==> src/rtl/keypad_scanner.sv <==
// 4x4 hex keypad scanner: row scan, debounce, key strobe and 8-digit entry shift register.
// Optional auto-repeat while a key is held: define KEYPAD_AUTOREPEAT_EN.
module keypad_scanner #(
  parameter int SCAN_DIV        = 50000,
  parameter int DEBOUNCE_CYCLES = 500000,
  parameter int REPEAT_DELAY    = 50000000,
  parameter int REPEAT_RATE     = 10000000
) (
  input  logic        clk,
  input  logic        reset_n,
  input  logic [3:0]  cols,
  input  logic        clear,
  output logic [3:0]  rows,
  output logic        key_valid,
  output logic [3:0]  key_code,
  output logic [31:0] entry
);

  typedef enum logic [1:0] {SCAN, DEBOUNCE, RELEASE} state_t;

  localparam int CNT_MAX = (SCAN_DIV > DEBOUNCE_CYCLES) ? SCAN_DIV : DEBOUNCE_CYCLES;
  localparam int CW      = $clog2(CNT_MAX);
  localparam logic [CW-1:0] SCAN_LAST = CW'(SCAN_DIV - 1);
  localparam logic [CW-1:0] DEB_LAST  = CW'(DEBOUNCE_CYCLES - 1);

  if (SCAN_DIV < 4 || DEBOUNCE_CYCLES < 2 || REPEAT_DELAY < 1 || REPEAT_RATE < 2) begin : g_param_check
    $error("keypad_scanner: parameter out of range");
  end

  state_t        state, state_next;
  logic [3:0]    cs_meta, cs;
  logic [1:0]    row, col, lowest_col;
  logic [CW-1:0] cnt, cnt_next;
  logic          col_bit, dwell_done, cnt_done;
  logic          accept, repeat_fire, strobe, advance_row;
  logic [3:0]    code;

  function automatic logic [3:0] key_of(input logic [1:0] r, input logic [1:0] c);
    case ({r, c})
      4'h0: key_of = 4'h1;  4'h1: key_of = 4'h2;  4'h2: key_of = 4'h3;  4'h3: key_of = 4'hA;
      4'h4: key_of = 4'h4;  4'h5: key_of = 4'h5;  4'h6: key_of = 4'h6;  4'h7: key_of = 4'hB;
      4'h8: key_of = 4'h7;  4'h9: key_of = 4'h8;  4'hA: key_of = 4'h9;  4'hB: key_of = 4'hC;
      4'hC: key_of = 4'h0;  4'hD: key_of = 4'hF;  4'hE: key_of = 4'hE;  default: key_of = 4'hD;
    endcase
  endfunction

  assign rows       = ~(4'b0001 << row);
  assign col_bit    = cs[col];
  assign dwell_done = (cnt == SCAN_LAST);
  assign cnt_done   = (cnt == DEB_LAST);
  assign code       = key_of(row, col);

  // State register plus the datapath registers it steers.
  always_ff @(posedge clk) begin
    // NOTE: reset is synchronous, so it lives inside the clocked block and every register gets a value.
    if (!reset_n) begin
      state     <= SCAN;
      cs_meta   <= 4'hF;
      cs        <= 4'hF;
      cnt       <= '0;
      row       <= 2'd0;
      col       <= 2'd0;
      key_valid <= 1'b0;
      key_code  <= 4'h0;
      entry     <= 32'h0;
    end else begin
      // NOTE: non-blocking assignments so every register samples pre-edge values, whatever the order here.
      cs_meta   <= cols;
      cs        <= cs_meta;
      state     <= state_next;
      cnt       <= cnt_next;
      key_valid <= strobe;
      if (advance_row)
        row <= row + 2'd1;
      if (state == SCAN && dwell_done && cs != 4'hF)
        col <= lowest_col;
      if (strobe)
        key_code <= code;
      if (clear)
        entry <= 32'h0;
      else if (strobe)
        entry <= {entry[27:0], code};
    end
  end

  always_comb begin
    // NOTE: default first so no path leaves the signal unassigned and infers a latch.
    state_next = state;
    case (state)
      SCAN:     if (dwell_done && cs != 4'hF) state_next = DEBOUNCE;
      DEBOUNCE: if (col_bit) state_next = SCAN;
                else if (cnt_done) state_next = RELEASE;
      RELEASE:  if (col_bit && cnt_done) state_next = SCAN;
      default:  state_next = SCAN;
    endcase
  end

  always_comb begin
    accept      = (state == DEBOUNCE) && !col_bit && cnt_done;
    strobe      = accept || repeat_fire;
    advance_row = (state == SCAN && dwell_done && cs == 4'hF) || (state == DEBOUNCE && col_bit);

    // Several columns low at once: the lowest index wins.
    if (!cs[0])      lowest_col = 2'd0;
    else if (!cs[1]) lowest_col = 2'd1;
    else if (!cs[2]) lowest_col = 2'd2;
    else             lowest_col = 2'd3;

    case (state)
      SCAN:     cnt_next = dwell_done ? '0 : cnt + CW'(1);
      DEBOUNCE: cnt_next = (col_bit || cnt_done) ? '0 : cnt + CW'(1);
      RELEASE:  cnt_next = (!col_bit || cnt_done) ? '0 : cnt + CW'(1);
      default:  cnt_next = '0;
    endcase
  end

`ifdef KEYPAD_AUTOREPEAT_EN
  localparam int HOLD_MAX = (REPEAT_DELAY > REPEAT_RATE) ? REPEAT_DELAY : REPEAT_RATE;
  localparam int HW       = $clog2(HOLD_MAX + 1);
  localparam logic [HW-1:0] DELAY_LAST = HW'(REPEAT_DELAY - 1);
  localparam logic [HW-1:0] RATE_LAST  = HW'(REPEAT_RATE - 1);

  logic [HW-1:0] hold_cnt;
  logic          repeating;

  assign repeat_fire = (state == RELEASE) && !col_bit &&
                       (hold_cnt == (repeating ? RATE_LAST : DELAY_LAST));

  // Any released sample restarts the hold, so the first repeat always needs the full delay.
  always_ff @(posedge clk) begin
    if (!reset_n) begin
      hold_cnt  <= '0;
      repeating <= 1'b0;
    end else if (state != RELEASE || col_bit) begin
      hold_cnt  <= '0;
      repeating <= 1'b0;
    end else if (repeat_fire) begin
      hold_cnt  <= '0;
      repeating <= 1'b1;
    end else begin
      hold_cnt  <= hold_cnt + HW'(1);
    end
  end
`else
  assign repeat_fire = 1'b0;
`endif

endmodule

==> config.mk <==
export PLATFORM = sky130hd
export DESIGN_NAME = keypad_scanner
export DESIGN_NICKNAME = d
export VERILOG_FILES = /design/src/rtl/keypad_scanner.sv
export SDC_FILE = /design/constraint.sdc
export NUM_CORES = 1
export LEC_CHECK = 0
export ABC_AREA = 0
export CAP_MARGIN = 20
export CORE_UTILIZATION = 35
export CTS_CLUSTER_DIAMETER = 200
export DETAILED_ROUTE_END_ITERATION = 8
export GPL_TIMING_DRIVEN = 0
export HOLD_SLACK_MARGIN = 0.12
export SYNTH_ARGS = -nofsm -noshare
export SYNTH_HDL_FRONTEND = slang
export SYNTH_SLANG_ARGS = --single-unit
==> constraint.sdc <==
create_clock -name clk -period 7.6 [get_ports clk]
set_input_delay 0.76 -clock clk [delete_from_list [all_inputs] [get_ports clk]]
set_output_delay 0.76 -clock clk [all_outputs]
set_load 0.02 [all_outputs]
==> impl_metrics.yaml, run 1 <==
global_routing:
  antenna_found_initial: 0
  grt_pass1_wl_um: 11400
  gr-total-overflow: 0
  grt_usage_pct: 16.4
  top_usage_layer: "met2"
  use_met1_pct: 22.0
  grt_max_degree: 14
  gr-usage-met3_pct: 3.32
  grt_pass1_vias: 2352
  use_met2_pct: 25.7
setup_path:
  critical_path.startpoint_type: "flip-flop"
  path_class: "flip-flop to flip-flop"
  crit_slowest_cell: "or4b_2"
  cp.buffers_inverters: 2
  crit_family: "simple AND/OR/NAND/NOR gates"
  crit_chain: "ha_1 -> nand4_1 -> or4b_2 -> buf_1 -> o22ai_2 -> buf_4 -> a211oi_1"
  arrival_ns: 3.14
  worstPathRequired_ns: 7.80
  setup.worst_path.end_class: "flip-flop"
  crit_fanout: 10
  max_stage_delay_ns: 0.72
pwr:
  pwr-share-clk_pct: 48.4
  ir_worst_vdd_mv: 0.0884
  p_per_area_nw_per_um2: 192
  power.switching_fraction_pct: 21.2
  p_leak_nw: 1.37
  p_comb_share_pct: 2.4
  pwr-share-seq_pct: 49.2
  p_sw_mw: 0.160
  intPower_mw: 0.596
yosys:
  synthAdderAreaFrac_pct: 3.23
  netlist.top_cell.by_area: "dfxtp_1"
  syn_inst: 320
  synth_compound_area_share_pct: 11.2
  ys_ff_latch: 70
  synthFlopType: "dfxtp_1"
  synth_top_family_by_area: "simple AND/OR/NAND/NOR gates"
  synthSimpleGateAreaFrac_pct: 18.8
  yosysTopAreaCellShare_pct: 45.3
  syn-num-nets: 335
  synth-xor-area-share_pct: 4.25
  synth-edff-count: 0
  yosys-top-cells-area: "dfxtp_1 (45%), mux2i_1 (11%), nand2_1 (5.3%)"
  syn_area_um2: 3090
  ys_seq_area_share_pct: 45.3
  synth.distinct_cells: 48
  ys_async_sr_fraction_pct: 0
  yosysWarnings: 0
  synth_area_per_cell_um2: 9.67
  synthMuxAreaShare_pct: 12.4
timing:
  layout_min_cycle_time_ns: 2.93
  setup-violations-final: 0
  setup_tns_ns: 0
  timing.slew.headroom_pct: 37.8
  worst_pin_slew_ns: 0.920
  finalCritPeriodShare_pct: 38.6
  rsz0062_at_grt: "no"
  worst_clock_skew_ns: 0.00676
  hold_viol_final: 0
  drv_slew: 0
  fin_hold_ws_ns: 0.410
  fmax_ghz: 0.341
floorplanning:
  die_y_um: 96.0
  dieArea_um2: 9220
  ioPinCount: 48
  start_util_pct: 36.9
  die_x_um: 96.0
  rows: 33
  design.core.area_um2: 8380
placed_design:
  io_buffer_count: 47
  detailed_place_hpwl_um: 4980
  place_inst: 472
  routabilityCongestion: 0.828
  dpl_cell_area_um2: 3700
final_layout:
  n_fill_cell: 800
  antennaDiodeCount: 0
  drive_gt1_share_pct: 8.09
  nets: 393
  fin_area_um2: 3940
  fin_cells: 488
  area_growth_pct: 27.4
cts:
  clkTransAtPathRegs_ns: 0.08
  cts_tree: "yes"
  cts_resized: 0
  clk_root_buffer_cell: "clkbuf_8"
  clkSinkCount: 70
  postCtsSetupBuffers: 0
  cts_buffer_depth: 2
  cts_max_level: 3
  cts_buffers: 9
  cts_hold_buf: 0
  clk_latency_ns: 0.34
route:
  via_count: 2490
  wl_per_cell_um: 14.1
  drt_first_pass_iters: 4
  viasPerCell: 5.10
  routed_wl_um: 6880
  ant_nets: 0
  drc: 0
  drt-initial-drc-count: 95
worst_hold_path:
  hp-class: "flip-flop to flip-flop"
status:
  outcome: "completed"
run:
  drv_cap: 0
-- kinds of logic (layout without fill, tap and decap cells) --
logic type / after synthesis / in the layout
AND/OR/NAND/NOR: 111 / 111
multiplexers: 37 / 37
AO/OA/AOI/OAI: 47 / 47
XOR/XNOR: 15 / 15
flip-flops: 70 / 70
adder cells (fa/ha/maj): 8 / 8
buffers and inverters: 32 / 95
-- path summary, 6_finish.rpt --
| path | startpoint | endpoint | slack, ns | cells past startpoint |
|---|---|---|---|---|
| setup / recovery | cnt[0] | cnt[14] | 4.67 | 7 |
| setup reg to reg | cnt[0] | cnt[14] | 4.67 | 7 |
| hold reg to reg | cs_meta[2] | cs[2] | 0.41 | 1 |
| hold / removal | cs_meta[2] | cs[2] | 0.41 | 1 |
-- cell usage in the layout, fill, tap and decap left out, types with 2 or more instances in the layout --
master           netlist  final
dfxtp_1               70     70
clkdlybuf4s50_1        0     47
nand2_1               44     44
mux2i_1               35     35
a211oi_1              16     16
inv_1                 13     13
xnor2_1               13     13
clkbuf_1              12     12
nand2b_1              11     11
nand3_1               10     10
nor4_1                 9      9
a21oi_1                9      9
clkbuf_8               0      9
nand4_1                8      8
ha_1                   8      8
nor2_1                 7      7
or4_1                  4      4
o31ai_1                4      4
o211a_1                4      4
buf_6                  3      3
nor3_1                 3      3
o21ai_0                3      3
bufinv_16              0      3
nor3b_1                2      2
or2_2                  2      2
a2111oi_0              2      2
and3_1                 2      2
a221oi_1               2      2
xor2_1                 2      2
clkinv_4               0      2
clkinvlp_4             0      2
-- per-stage QoR --
| stage | total power [mW] | util, % | setup WS, ns |
|---|---|---|---|
| after floorplan | 0.391 | - | 5.20 |
| after global placement | 0.399 | 44.1 | 4.67 |
| after detailed placement | 0.399 | 44.1 | 4.69 |
| after CTS | 0.764 | 47.0 | 4.65 |
| after global routing | 0.785 | 47.0 | 4.47 |
| final | 0.756 | 47.0 | 4.67 |
-- worst register-to-register path, stage by stage (launching register included) --
cell,delay (ns)
dfxtp_1,0.37
ha_1,0.22
nand4_1,0.36
or4b_2,0.72
buf_1,0.24
o22ai_2,0.51
buf_4,0.28
a211oi_1,0.09
-- Yosys cell counts (all sizes together), types with 6 or more instances --
cell type and number:
a211oi 16, a21oi 9, buf 6, clkbuf 13, dfxtp 70, ha 8
inv 13, mux2i 35, nand2 44, nand2b 11, nand3 10, nand4 8
nor2 7, nor4 9, xnor2 13
-- sequential cells by signal, summed over array words and instances (netlist names) --
name / cells
key_code: 4
key_valid: 1
row: 2
state: 2
cnt: 19
entry: 32
cs: 4
col: 2
cs_meta: 4
-- cell type report --
cell class,instances,area [um^2],share of cell area [%]
clock buffers,9,124,3.14
flip-flops and latches,70,1400,35.5
multi-input cells,218,1540,39.2
clock inverters,7,123,3.11
well taps,105,131,3.33
repair buffers,47,470,11.9
inverters,13,48.8,1.24
plain buffers,19,100,2.54
-- power groups by stage --
stage | Combinational, mW | Sequential [mW] | Clock [mW]
finish | 0.0181 | 0.372 | 0.366
global route | 0.0204 | 0.372 | 0.393
CTS | 0.0184 | 0.372 | 0.374
detailed placement | 0.0184 | 0.381 | 0
global placement | 0.0181 | 0.380 | 0
floorplan | 0.0109 | 0.380 | 0
-- routing by layer --
layer	routed length (um)	vias to the layer above
met5	0	-
met4	68	0
met3	232	7
met2	3120	49
met1	3460	1168
li1	-	1266
Power figures use the tool's default switching activity.
==> run 2: changes to the inputs <==
==> constraint.sdc (replaced) <==
create_clock -name clk -period 2.82 [get_ports clk]
set_input_delay 0.282 -clock clk [delete_from_list [all_inputs] [get_ports clk]]
set_output_delay 0.282 -clock clk [all_outputs]
set_load 0.02 [all_outputs]
==> run 2 against run 1 <==
Compared with the run above:
- maximum frequency grew 10%
- clock power grew to 2.7 times the previous value
- worst setup slack lost 4.5 ns
- first-iteration DRC count shrank 3.2%
- worst hold slack lost 0.0019 ns
- via count grew 0.80%
- critical path depth is the same
- die area is the same
- register-to-register slack lost 4.5 ns
==> impl_metrics.yaml, run 2 (same netlist as run 1, synthesis figures left out) <==
status:
  outcome: "completed"
timing:
  fmax_ghz: 0.376
  rsz0062_at_grt: "yes"
  finalWorstSetupSlack_ns: 0.158
  layout_min_cycle_time_ns: 2.66
  setup_tns_ns: 0
  worst_clock_skew_ns: 0.00751
  setup-violations-final: 0
  finalCritPeriodShare_pct: 94.4
  worst_pin_slew_ns: 0.864
  timing.slew.headroom_pct: 41.6
  hold_viol_final: 0
  drv_slew: 0
cts:
  cts_tree: "yes"
  clkTransAtPathRegs_ns: 0.08
  clk_latency_ns: 0.35
  clkSinkCount: 70
  cts_hold_buf: 0
  cts_max_level: 3
  cts_buffers: 9
  clk_root_buffer_cell: "clkbuf_8"
  cts_buffer_depth: 2
route:
  viasPerCell: 5.12
  via_count: 2510
  drt-initial-drc-count: 92
  ant_nets: 0
  wl_per_cell_um: 14.1
  drt_first_pass_iters: 4
  drc: 0
  routed_wl_um: 6920
floorplanning:
  die_x_um: 96.0
  start_util_pct: 36.9
  rows: 33
  dieArea_um2: 9220
  ioPinCount: 48
  die_y_um: 96.0
  design.core.area_um2: 8380
pwr:
  p_sw_mw: 0.438
  power.switching_fraction_pct: 21.4
  pwr-share-clk_pct: 48.6
  pwr-share-seq_pct: 49.0
  ir_worst_vdd_mv: 0.239
  p_leak_nw: 1.38
  p_per_area_nw_per_um2: 515
  intPower_mw: 1.61
  p_comb_share_pct: 2.4
global_routing:
  grt_max_degree: 14
  grt_pass1_vias: 2363
  grt_pass1_wl_um: 11500
  grt_usage_pct: 16.4
  gr-total-overflow: 0
  antenna_found_initial: 0
worst_hold_path:
  hp-class: "flip-flop to flip-flop"
setup_path:
  setup.worst_path.end_class: "flip-flop"
  crit_slowest_cell: "or4b_2"
  crit_chain: "ha_1 -> nand4_1 -> or4b_2 -> buf_1 -> nor3_4 -> buf_6 -> mux2i_1"
  path_class: "flip-flop to flip-flop"
  arrival_ns: 2.94
  worstPathRequired_ns: 3.10
  cp.buffers_inverters: 2
  crit_fanout: 10
  critical_path.startpoint_type: "flip-flop"
  max_stage_delay_ns: 0.67
  crit_family: "simple AND/OR/NAND/NOR gates"
final_layout:
  drive_gt1_share_pct: 8.83
  final_common_cell: "dfxtp_1"
  top_regs: "entry: 32 flops, cnt: 19 flops"
  mostFrequentLayoutCells: "dfxtp_1 (70), clkdlybuf4s50_1 (47), nand2_1 (44)"
  regMostFlops: "entry"
  antennaDiodeCount: 0
  nets: 395
  largest_register_ffs: 32
  area_growth_pct: 28.3
  fin_area_um2: 3970
run:
  drv_cap: 0
placed_design:
  io_buffer_count: 47
  detailed_place_hpwl_um: 4980
  dpl_cell_area_um2: 3700
  routabilityCongestion: 0.828
  post-place-ws_ns: -0.0901
==> run 2: power by group through the flow <==
stage	clock [mW]	sequential (mW)	combinational [mW]
final	0.993	1.00	0.0491
after global routing	1.06	1.00	0.0550
after CTS	1.01	1.00	0.0497
after detailed placement	0	1.03	0.0496
after global placement	0	1.03	0.0488
after floorplan	0	1.02	0.0295
==> run 2: per-stage QoR <==
stage | hold slack (ns) | power, mW | instances | util, %
floorplan | 0.383 | 1.05 | 320 | -
global placement | 0.391 | 1.07 | 472 | 44.1
detailed placement | 0.396 | 1.08 | 472 | 44.1
CTS | 0.415 | 2.06 | 488 | 47.1
global route | 0.426 | 2.12 | 490 | 47.4
finish | 0.408 | 2.04 | 490 | 47.4
==> run 2: cell type report <==
cell class                      count  area (um^2)
Fill cell                         801         4410
Multi-Input combinational cell    218         1560
Sequential cell                    70         1400
Timing Repair Buffer               49          485
Tap cell                          105          131
Clock buffer                        9          124
Clock inverter                      7          123
Buffer                             19          100
Inverter                           13         48.8
==> run 2: metal layers <==
metal  GRT usage [%]  share of wire [%]  vias to the layer above
met1            21.9                 49                     1175
met5               0                  0                        -
li1                -                  -                     1270
met2            25.7                 45                       52
met4            6.72                1.6                        0
met3            3.40                3.7                       13
==> run 2: path summary, 6_finish.rpt <==
path	end	slack [ns]	from	depth (start not counted)
worst min-delay path	cs[0]	0.41	cs_meta[0]	1
worst max-delay path	entry[4]	0.16	cnt[0]	7
worst max register to register	entry[4]	0.16	cnt[0]	7
worst min register to register	cs[0]	0.41	cs_meta[0]	1
==> run 2: repair_timing <==
item / in CTS / in global routing
pin swaps: 1 / 0
gates resized for setup: 1 / 1
setup buffers: 0 / 2
cloned: 0 / 0
endpoints found under the setup margin: 10 / 41
endpoints found under the hold margin: 0 / 0
